$ cat config.mk
export PLATFORM = sky130hd
export DESIGN_NAME = sh7604_bus_responder
export DESIGN_NICKNAME = d
export VERILOG_FILES = /design/src/rtl/sh7604_bus_responder_pkg.sv /design/src/rtl/sh7604_bus_responder.sv
export SDC_FILE = /design/constraint.sdc
export NUM_CORES = 1
export LEC_CHECK = 0
export ABC_AREA = 1
export ABC_CLOCK_PERIOD_IN_PS = 3200
export CELL_PAD_IN_SITES_DETAIL_PLACEMENT = 0
export CELL_PAD_IN_SITES_GLOBAL_PLACEMENT = 2
export CORE_MARGIN = 8
export CORE_UTILIZATION = 24
export CTS_BUF_LIST = sky130_fd_sc_hd__clkbuf_2 sky130_fd_sc_hd__clkbuf_4 sky130_fd_sc_hd__clkbuf_8
export CTS_CLUSTER_SIZE = 20
export DETAILED_ROUTE_END_ITERATION = 8
export GPL_ROUTABILITY_DRIVEN = 0
export GPL_TIMING_DRIVEN = 0
export PLACE_DENSITY_LB_ADDON = 0.1
export SLEW_MARGIN = 30
export SYNTH_ARGS = -nofsm -noshare
export SYNTH_HDL_FRONTEND = slang
export SYNTH_SLANG_ARGS = --single-unit
export TNS_END_PERCENT = 5
$ cat constraint.sdc
create_clock -name CLK -period 3.2 [get_ports CLK]
set_input_delay 0.64 -clock CLK [delete_from_list [all_inputs] [get_ports CLK]]
set_output_delay 0.64 -clock CLK [all_outputs]
set_load 0.05 [all_outputs]
$ cat src/rtl/sh7604_bus_responder_pkg.sv
// SH7604 bus responder shared types.
// FSM encoding and the read value returned on a memory timeout.
package sh7604_bus_responder_pkg;

    typedef enum logic [1:0] {
        IDLE = 2'd0,
        REQ  = 2'd1,
        DONE = 2'd2
    } state_t;

    localparam logic [31:0] TIMEOUT_RDATA = 32'hFFFF_FFFF;

endpackage

$ cat src/rtl/sh7604_bus_responder.sv
// Turns SH7604 external bus cycles into a req/ack memory transaction,
// stretching the CPU with WAIT_N and giving up after TIMEOUT updates.
module sh7604_bus_responder
    import sh7604_bus_responder_pkg::*;
#(
    parameter int ADDR_W  = 24,
    parameter int TIMEOUT = 255
) (
    input  logic              CLK,
    input  logic              RST,
    input  logic              CE_R,
    input  logic [26:0]       A,
    input  logic [31:0]       DI,
    output logic [31:0]       DO,
    input  logic              BS_N,
    input  logic              CS_N,
    input  logic              RD_WR_N,
    input  logic [3:0]        WE_N,
    output logic              WAIT_N,
    output logic [ADDR_W-1:0] MEM_A,
    output logic [31:0]       MEM_DO,
    output logic [3:0]        MEM_BE,
    output logic              MEM_WE,
    output logic              MEM_REQ,
    input  logic [31:0]       MEM_DI,
    input  logic              MEM_ACK,
    output logic              ERR
);

    localparam logic [7:0] TIMEOUT_CNT = 8'(TIMEOUT);

    state_t            state, state_n;
    logic [7:0]        cnt, cnt_n, cnt_inc;
    logic [31:0]       dout_n;
    logic              wait_n_n, err_n, req_n, we_n_n;
    logic [ADDR_W-1:0] a_n;
    logic [31:0]       mdo_n;
    logic [3:0]        be_n;
    logic              start;
    logic              unused_addr;

    assign unused_addr = ^A[26:ADDR_W];
    assign cnt_inc     = cnt + 8'd1;
    assign start       = !BS_N && !CS_N;

    always_ff @(posedge CLK) begin
        if (RST) begin
            state   <= IDLE;
            cnt     <= '0;
            DO      <= '0;
            WAIT_N  <= 1'b1;
            ERR     <= 1'b0;
            MEM_REQ <= 1'b0;
            MEM_A   <= '0;
            MEM_DO  <= '0;
            MEM_BE  <= '0;
            MEM_WE  <= 1'b0;
        end else begin
            state   <= state_n;
            cnt     <= cnt_n;
            DO      <= dout_n;
            WAIT_N  <= wait_n_n;
            ERR     <= err_n;
            MEM_REQ <= req_n;
            MEM_A   <= a_n;
            MEM_DO  <= mdo_n;
            MEM_BE  <= be_n;
            MEM_WE  <= we_n_n;
        end
    end

    always_comb begin
        state_n  = state;
        cnt_n    = cnt;
        dout_n   = DO;
        wait_n_n = WAIT_N;
        err_n    = ERR;
        req_n    = MEM_REQ;
        a_n      = MEM_A;
        mdo_n    = MEM_DO;
        be_n     = MEM_BE;
        we_n_n   = MEM_WE;
        if (CE_R) begin
            err_n = 1'b0;
            unique case (state)
                IDLE, DONE: begin
                    if (start) begin
                        state_n  = REQ;
                        cnt_n    = '0;
                        req_n    = 1'b1;
                        wait_n_n = 1'b0;
                        a_n      = A[ADDR_W-1:0];
                        mdo_n    = DI;
                        we_n_n   = !RD_WR_N;
                        be_n     = RD_WR_N ? 4'hF : ~WE_N;
                    end else if (state == DONE && CS_N) begin
                        state_n = IDLE;
                    end
                end
                REQ: begin
                    // The raising update happened in IDLE/DONE, so any ack
                    // seen here is at least one update after the request.
                    if (MEM_ACK) begin
                        state_n  = DONE;
                        req_n    = 1'b0;
                        wait_n_n = 1'b1;
                        if (!MEM_WE) dout_n = MEM_DI;
                    end else begin
                        cnt_n = cnt_inc;
                        if (cnt_inc == TIMEOUT_CNT) begin
                            state_n  = DONE;
                            req_n    = 1'b0;
                            wait_n_n = 1'b1;
                            err_n    = 1'b1;
                            if (!MEM_WE) dout_n = TIMEOUT_RDATA;
                        end
                    end
                end
                default: state_n = IDLE;
            endcase
        end
    end

endmodule

==> results of run 1 <==
-- per-layer routing --
layer / vias to the layer above / GRT usage [%] / part of all wire, %
met5: - / 0 / 0
met4: 0 / 5.62 / 1.9
met3: 17 / 5.94 / 11
met2: 139 / 19.8 / 42
met1: 1794 / 16.4 / 45
li1: 2048 / - / -
-- registers in the layout, indices dropped and copies added, names as in the netlist --
name     flops
MEM_WE       1
cnt          8
DO          32
state        2
MEM_REQ      1
WAIT_N       1
MEM_DO      32
MEM_BE       4
MEM_A       24
ERR          1
-- cells by family after synthesis --
logic type | count (synthesis) | synth area share (%)
adders and majority gates | 2 | 0.609
DFF | 106 | 51.6
xor gates and xnor gates | 1 | 0.213
buffers and inverters | 77 | 7.67
and+or+nand+nor | 184 | 19.3
AOI/OAI and AO/OA | 144 | 20.6
-- through the flow --
stage	instances	instance area (um2)
global route	949	6560
floorplan	514	4110
global placement	933	6330
CTS	949	6560
finish	949	6560
detailed placement	933	6330
-- critical path: stages --
cell                              delay, ns
sky130_fd_sc_hd__clkdlybuf4s50_1       0.45
sky130_fd_sc_hd__nor2_1                0.16
sky130_fd_sc_hd__nand2_1               0.12
sky130_fd_sc_hd__nor2_4                0.27
sky130_fd_sc_hd__clkinv_1              0.32
sky130_fd_sc_hd__buf_2                 0.28
sky130_fd_sc_hd__buf_2                 0.20
sky130_fd_sc_hd__nor2_1                0.11
sky130_fd_sc_hd__nor2_1                0.06
-- worst paths after layout --
path / start / to / slack [ns] / depth (start not counted)
hold / removal: DO[24] / DO[24] / 0.46 / 2
hold reg to reg: DO[24] / DO[24] / 0.46 / 2
setup / recovery: CS_N / MEM_DO[18] / 0.85 / 9
setup reg to reg: state[0] / MEM_DO[18] / 1.27 / 8
-- cell usage in the layout (no fill, tap or decap), types with 2 or more instances in the layout --
master and instances:
sky130_fd_sc_hd__o21ai_0 93, sky130_fd_sc_hd__clkdlybuf4s50_1 194, sky130_fd_sc_hd__inv_1 47, sky130_fd_sc_hd__bufinv_16 2, sky130_fd_sc_hd__nand2_2 7, sky130_fd_sc_hd__nor2_4 4, sky130_fd_sc_hd__nor2_1 118, sky130_fd_sc_hd__nor2_2 5
sky130_fd_sc_hd__nand2_1 32, sky130_fd_sc_hd__a21oi_2 30, sky130_fd_sc_hd__a21oi_1 17, sky130_fd_sc_hd__nand3_2 2, sky130_fd_sc_hd__clkbuf_8 10, sky130_fd_sc_hd__buf_6 3, sky130_fd_sc_hd__clkbuf_1 23, sky130_fd_sc_hd__ha_1 2
sky130_fd_sc_hd__clkinvlp_4 2, sky130_fd_sc_hd__buf_2 3, sky130_fd_sc_hd__dfxtp_1 106, sky130_fd_sc_hd__nand3_1 13
-- area by class of cell --
type / count / area [um2] / share of cell area (%)
clock buffers: 10 / 138 / 2.10
clock inverters: 6 / 88.8 / 1.35
flip-flops and latches: 106 / 2120 / 32.3
inverters: 48 / 180 / 2.75
repair buffers: 194 / 1940 / 29.6
well taps: 225 / 282 / 4.29
multi-input cells: 331 / 1670 / 25.5
plain buffers: 29 / 135 / 2.06
-- power by group --
part	internal [mW]	switching (mW)	leakage (nW)
clock network	0.464	0.502	0.109
logic	0.237	0.340	1.45
registers	1.38	0.0277	0.863
==> impl_summary.md, run 1 <==
Power and ir drop
Total power for the finished layout comes to 2.95 mW. The maximum ir drop on the vdd rail is 178 uV. The leakage power is 2.42 nW. For this design the ratio of total power to cell area is 449 nW/um2.

GRT
In the global route stage, overall resource usage came out at 13.3%. The number of antenna violations at the first check in global routing was 0. Global routing finished with a remaining overflow of 0. The pin count of the biggest net entering global routing is 18.

The number of global-route vias before repair came to 4108. The first global-routing pass estimated 22700 um of wire.

Placed design
The post-placement worst setup slack is 0.385 ns. Buffers placed on the I/O ports in this run total 194. The HPWL after detailed placement is 10900 um.

STA
The worst path meets setup with 0.849 ns of slack. The final number of setup-violating endpoints is 0. For the final routed database, the setup TNS stands at 0 ns. The actual transition at the worst max-transition pin is 0.580 ns. The maximum clock frequency is 0.425 GHz.

The final count of hold timing violations was 0. The worst path needs 2.35 ns of the cycle, external delays included. The tightest hold path in the finished design has a slack of 0.457 ns.

In the finished design, the share of the clock period the worst path needs comes to 73.5%. The worst max-slew margin expressed relative to the limit is 61.4%. Setup repair after global routing left no endpoint under its margin. The number of pins exceeding their max-slew limit in the final report is 0.

For the final database, setup skew stands at 0.00503 ns.

Yosys
The biggest area contributor in the post-synthesis netlist is sky130_fd_sc_hd__dfxtp_1. In the post-synthesis netlist, the biggest area contributors are sky130_fd_sc_hd__dfxtp_1 (52%), sky130_fd_sc_hd__o21ai_0 (11%), sky130_fd_sc_hd__nor2_1 (11%). In this run the mean area of a mapped cell was 8.00 um2. The post-synthesis register bit count is 106. The post-synthesis net count is 618.

After synthesis, the share of flip-flops with an asynchronous set or reset is 0%. The share of Yosys cell area claimed by the top area cell type is 51.6%. The synthesis warning total is 0.

The number of synthesized flops with an enable pin is 0. The netlist area before placement is 4110 um2. The number of different library cells used by synthesis comes to 25. For this run, the leading register cell type out of synthesis is sky130_fd_sc_hd__dfxtp_1. The dominant cell by count in the synthesized netlist is sky130_fd_sc_hd__nor2_1. The cell count after synthesis came out at 514. By count the netlist is led by sky130_fd_sc_hd__nor2_1 (118), sky130_fd_sc_hd__dfxtp_1 (106), sky130_fd_sc_hd__o21ai_0 (93), sky130_fd_sc_hd__inv_1 (47), sky130_fd_sc_hd__nand2_1 (32).

Sequential cells were found to cover 51.6% of the synthesized design area.

Drt
The iteration count of the initial detailed-routing pass is 4. The vias after detailed routing is 3998. The average routed wire per standard cell is 15.1 um. The DRC violation total after the first TritonRoute iteration is 147. The via density per instance is 4.21.

The routed wire length is 14300 um. In the routed design, unresolved DRC markers number 0. The remaining antenna violation count after routing is 0.

Die
198 I/O pins were placed. After floorplanning, the core was divided into 48 placement rows. The die width is 147 um. Once the floorplan was initialized, standard cells occupied 24.2% of the core. The floorplan step defined a die boundary enclosing 21600 um2.

The die span in y is 147 um. The area of the placeable core is 17000 um2.

Worst hold path
The class of the most critical hold timing path is reg2reg.

Final layout
The count of filler cells inserted in the layout is 1761. 0 antenna diodes ended up in the layout. In the final layout, the share of cells above drive strength 1 is 10.1%.

The share of the core filled with cells in the final layout is 38.6%. From synthesis to final layout, the design area changed by 59.6%. For this run, the post-layout net count is 823.

Clock network
The post-cts sizing count is 0. The number of buffers inserted for hold repair after clock tree synthesis is 0. CTS saw 106 sinks. No sink is reached through more buffers than the 2 on the longest clock path. Clock tree synthesis selected as its root buffer the cell sky130_fd_sc_hd__clkbuf_8. Clock-pin slew was measured on the worst setup and hold paths at 0.10 ns.

The depth of the CTS H-tree is 3. The later pin in the worst-skew pair is clocked with a latency of 0.38 ns. After clock tree synthesis, the setup repair step added 0 buffers. The clock tree from TritonCTS is built. TritonCTS created 9 clock buffers.

Critical path
The setup path with the least slack is of type in2reg. At the worst endpoint, the required time is 3.47 ns. The worst setup path is captured at a flop. The nature of the critical path startpoint is a primary input. Along the worst path, the maximum fanout reaches 10. Data on the critical path arrives at its endpoint at 2.62 ns.

Flow run
Across the run, the number of max-cap violations was 0.

Run status
The flow ran to the end, and the final reports show no timing, DRC or antenna violations.
Power figures use the tool's default switching activity.
==> inputs of run 2 (changes only) <==
ABC_CLOCK_PERIOD_IN_PS = 2350   (was 3200)
CORE_UTILIZATION = 22   (was 24)
clock period = 2.35 ns   (was 3.2 ns; I/O delays follow)
==> run 2 against run 1 <==
Effect of this change:
- global-route usage shrank 0.76 points
- clock-buffer cell count unchanged
- design area fell by 0.19%
- flip-flop and latch count unchanged
- clock skew is 0.0013 ns higher
- register-to-register slack got worse by 0.82 ns
- hold slack worse by 0.0036 ns
- sequential share of layout area rose by 0.062 points
- total power grew 32%
- sequential power is 36% higher
- first-iteration DRC count fell by 8.2%
- critical path type unchanged
==> impl_summary.md, run 2 (same netlist as run 1, synthesis figures left out) <==
Critical path
The end of the worst register-to-register path is MEM_DO[11]. The number of cells on the worst reg-to-reg path is 8. The slowest stage of the critical path is the sky130_fd_sc_hd__clkdlybuf4s50_1 cell.

The cell repeated most along the worst path is sky130_fd_sc_hd__nor2_1. The launching point of the worst reg2reg path is state[0]. For the worst setup path, the data arrival time is 2.47 ns. The critical path contains buffers and inverters numbering 4 combined. The top cell family by delay on the critical path is buffers and inverters. The worst setup path is of the in2reg kind. The nature of the critical path startpoint is a primary input.

The maximum fanout along the worst path is 10. Setup slack on the worst reg-to-reg path comes out at 0.45 ns. The data required time at the worst endpoint is 2.63 ns.

STA classifies the critical path endpoint as a flop. The critical path starts at CS_N. On the worst path, the slowest cell contributes a delay of 0.45 ns.

The signal on the critical path passes through clkdlybuf4s50_1 -> nor2_1 -> nand2_1 -> nor2_4 -> clkinv_1 -> buf_2 -> buf_2 -> nor2_1 -> nor2_1.

Final layout
The total area of sequential cells is 2120 um2. Cells fill 35.4% of the core in the end. In the final layout, the share of cells above drive strength 1 is 10.1%.

The non-filler instance count after layout is 958. The number of antenna repair diodes is 0. The net count of the finished layout is 823. The largest registers in the layout are DO: 32 flops, MEM_DO: 32 flops, MEM_A: 24 flops. Leaving out fill and tap cells, the most frequent cells in the layout are sky130_fd_sc_hd__clkdlybuf4s50_1 (194), sky130_fd_sc_hd__nor2_1 (118), sky130_fd_sc_hd__dfxtp_1 (106). The multi-input combinational cells in the finished layout cover a total of 1670 um2. The count of filler cells inserted in the layout is 1945. The synthesis-to-layout area growth is 59.3%. The finished cells cover 6550 um2. Leaving out fill and tap cells, the most frequent cell in the layout is sky130_fd_sc_hd__clkdlybuf4s50_1.

STA
Dividing the final minimum period by the clock period gives 93.1%. The worst path setup slack after routing is 0.161 ns. Setup repair after global routing left no endpoint under its margin. The total negative slack for setup checks is 0 ns. At the pin with the least slew margin, the transition time is 0.649 ns.

The worst clock skew is 0.00630 ns. The maximum clock frequency is 0.457 GHz. The minimum clock period is 2.19 ns.

The number of pins exceeding their max-slew limit in the final report is 0. The final count of hold timing violations came to 0. Measured against its own limit, the worst slew margin works out to 56.7%. The hold slack is 0.453 ns. Setup violations remaining at the end of the flow were counted as 0.

Die
From bottom edge to top edge, the die measures 153 um. The floorplan has 50 rows. The die width is 153 um. The die covers 23300 um2. The number of ports placed on the die boundary is 198. The effective utilization at floorplan is 22.2%. The area of the placeable core is 18500 um2.

Drt
The first detailed-routing pass took 4 iterations. In the routed layout, each cell is associated on average with a via count of 4.13. The DRC violations left is 0. The vias after detailed routing is 3952.

The average routed wire per standard cell is 15.5 um. The detailed router finished its first iteration with 135 violations. The remaining antenna violation count after routing is 0. After detailed routing, the total wire length is 14800 um.

Worst hold path
The worst hold path belongs to the class reg2reg. The critical hold path startpoint is DO[24]. The worst hold path endpoint is DO[24].

The cell depth of the worst min-delay path is 2.

Run status
The run finished with clean final reports.

Power and ir drop
The total power of the final layout is 3.88 mW. For this design the ratio of total power to cell area is 593 nW/um2. The maximum ir drop on the vdd rail is 238 uV. The analysis attributes to cell leakage a power of 2.42 nW.

Clock network
After clock tree synthesis, the flow added hold-fix buffers numbering 0. The clock tree from TritonCTS is built. Clock tree synthesis inserted a total of 9 buffers. The H-tree was split into 3 levels. The number of gates resized after CTS was 0. The root buffer cell chosen for the clock tree is sky130_fd_sc_hd__clkbuf_8. The number of sinks driven by the clock tree is 106. The clock latency on the worst-skew pair is 0.37 ns. The clock slew at the register clock pins of the worst setup and hold paths is 0.10 ns. The buffer depth of the longest clock path is 2. After clock tree synthesis, the setup repair step added 0 buffers.

Placed design
Detailed placement ended at an HPWL of 11300 um. Once placement completed, the tool counted placed cells totaling 942. The post-placement worst setup slack is -0.323 ns.

The placed instances occupy a cell area of 6350 um2. During placement, the flow inserted port buffers numbering 194.

GRT
The number of antenna violations at the first check in global routing is 0. The first global-routing pass estimated 23200 um of wire. The pin count of the biggest net entering global routing is 18.

Global routing used 12.6% of the available tracks. The number of global-route vias before repair is 4126. The aggregate global routing overflow is 0.

Flow run
Across the run, the number of max-cap violations was 0.
==> run 2: cell types whose count changed in the layout (fill, tap and decap cells not counted), sizes merged <==
cell      before  now
bufinv         2    1
clkinv         2    4
clkinvlp       2    1
==> run 2: cell type report <==
class / instances / share of cell area (%)
Tap cell: 234 / 4.47
Buffer: 29 / 2.06
Timing Repair Buffer: 194 / 29.7
Clock buffer: 10 / 2.10
Inverter: 48 / 2.75
Sequential cell: 106 / 32.4
Clock inverter: 6 / 0.994
Multi-Input combinational cell: 331 / 25.6
==> run 2: worst max-delay path by stage <==
stage                             to  slack, ns  depth (start not counted)
after floorplan           MEM_DO[20]       0.78                          8
after global placement    MEM_DO[21]      -0.26                          9
after detailed placement  MEM_DO[11]      -0.32                          9
after CTS                 MEM_DO[11]       0.09                          9
after global routing      MEM_DO[11]       0.02                          9
final                     MEM_DO[11]       0.16                          9
==> run 2: power by group <==
part           internal [mW]  leakage (nW)  switching, mW
clock network          0.525         0.103          0.659
registers               1.87         0.863         0.0386
logic                  0.323          1.45          0.467
total                   2.72          2.42           1.16
==> run 2: layer usage <==
layer | wire length, um | GRT usage (%)
met5 | 0 | 0
met4 | 223 | 4.67
met3 | 1360 | 5.47
met2 | 6810 | 20.2
met1 | 6440 | 14.6
==> run 2: tightest hold or removal path: cells and delay by family (launching register included) <==
kind | cells | cell delay [ns]
compound gates | 1 | 0.05
buf+inv | 1 | 0.05
flops | 1 | 0.32
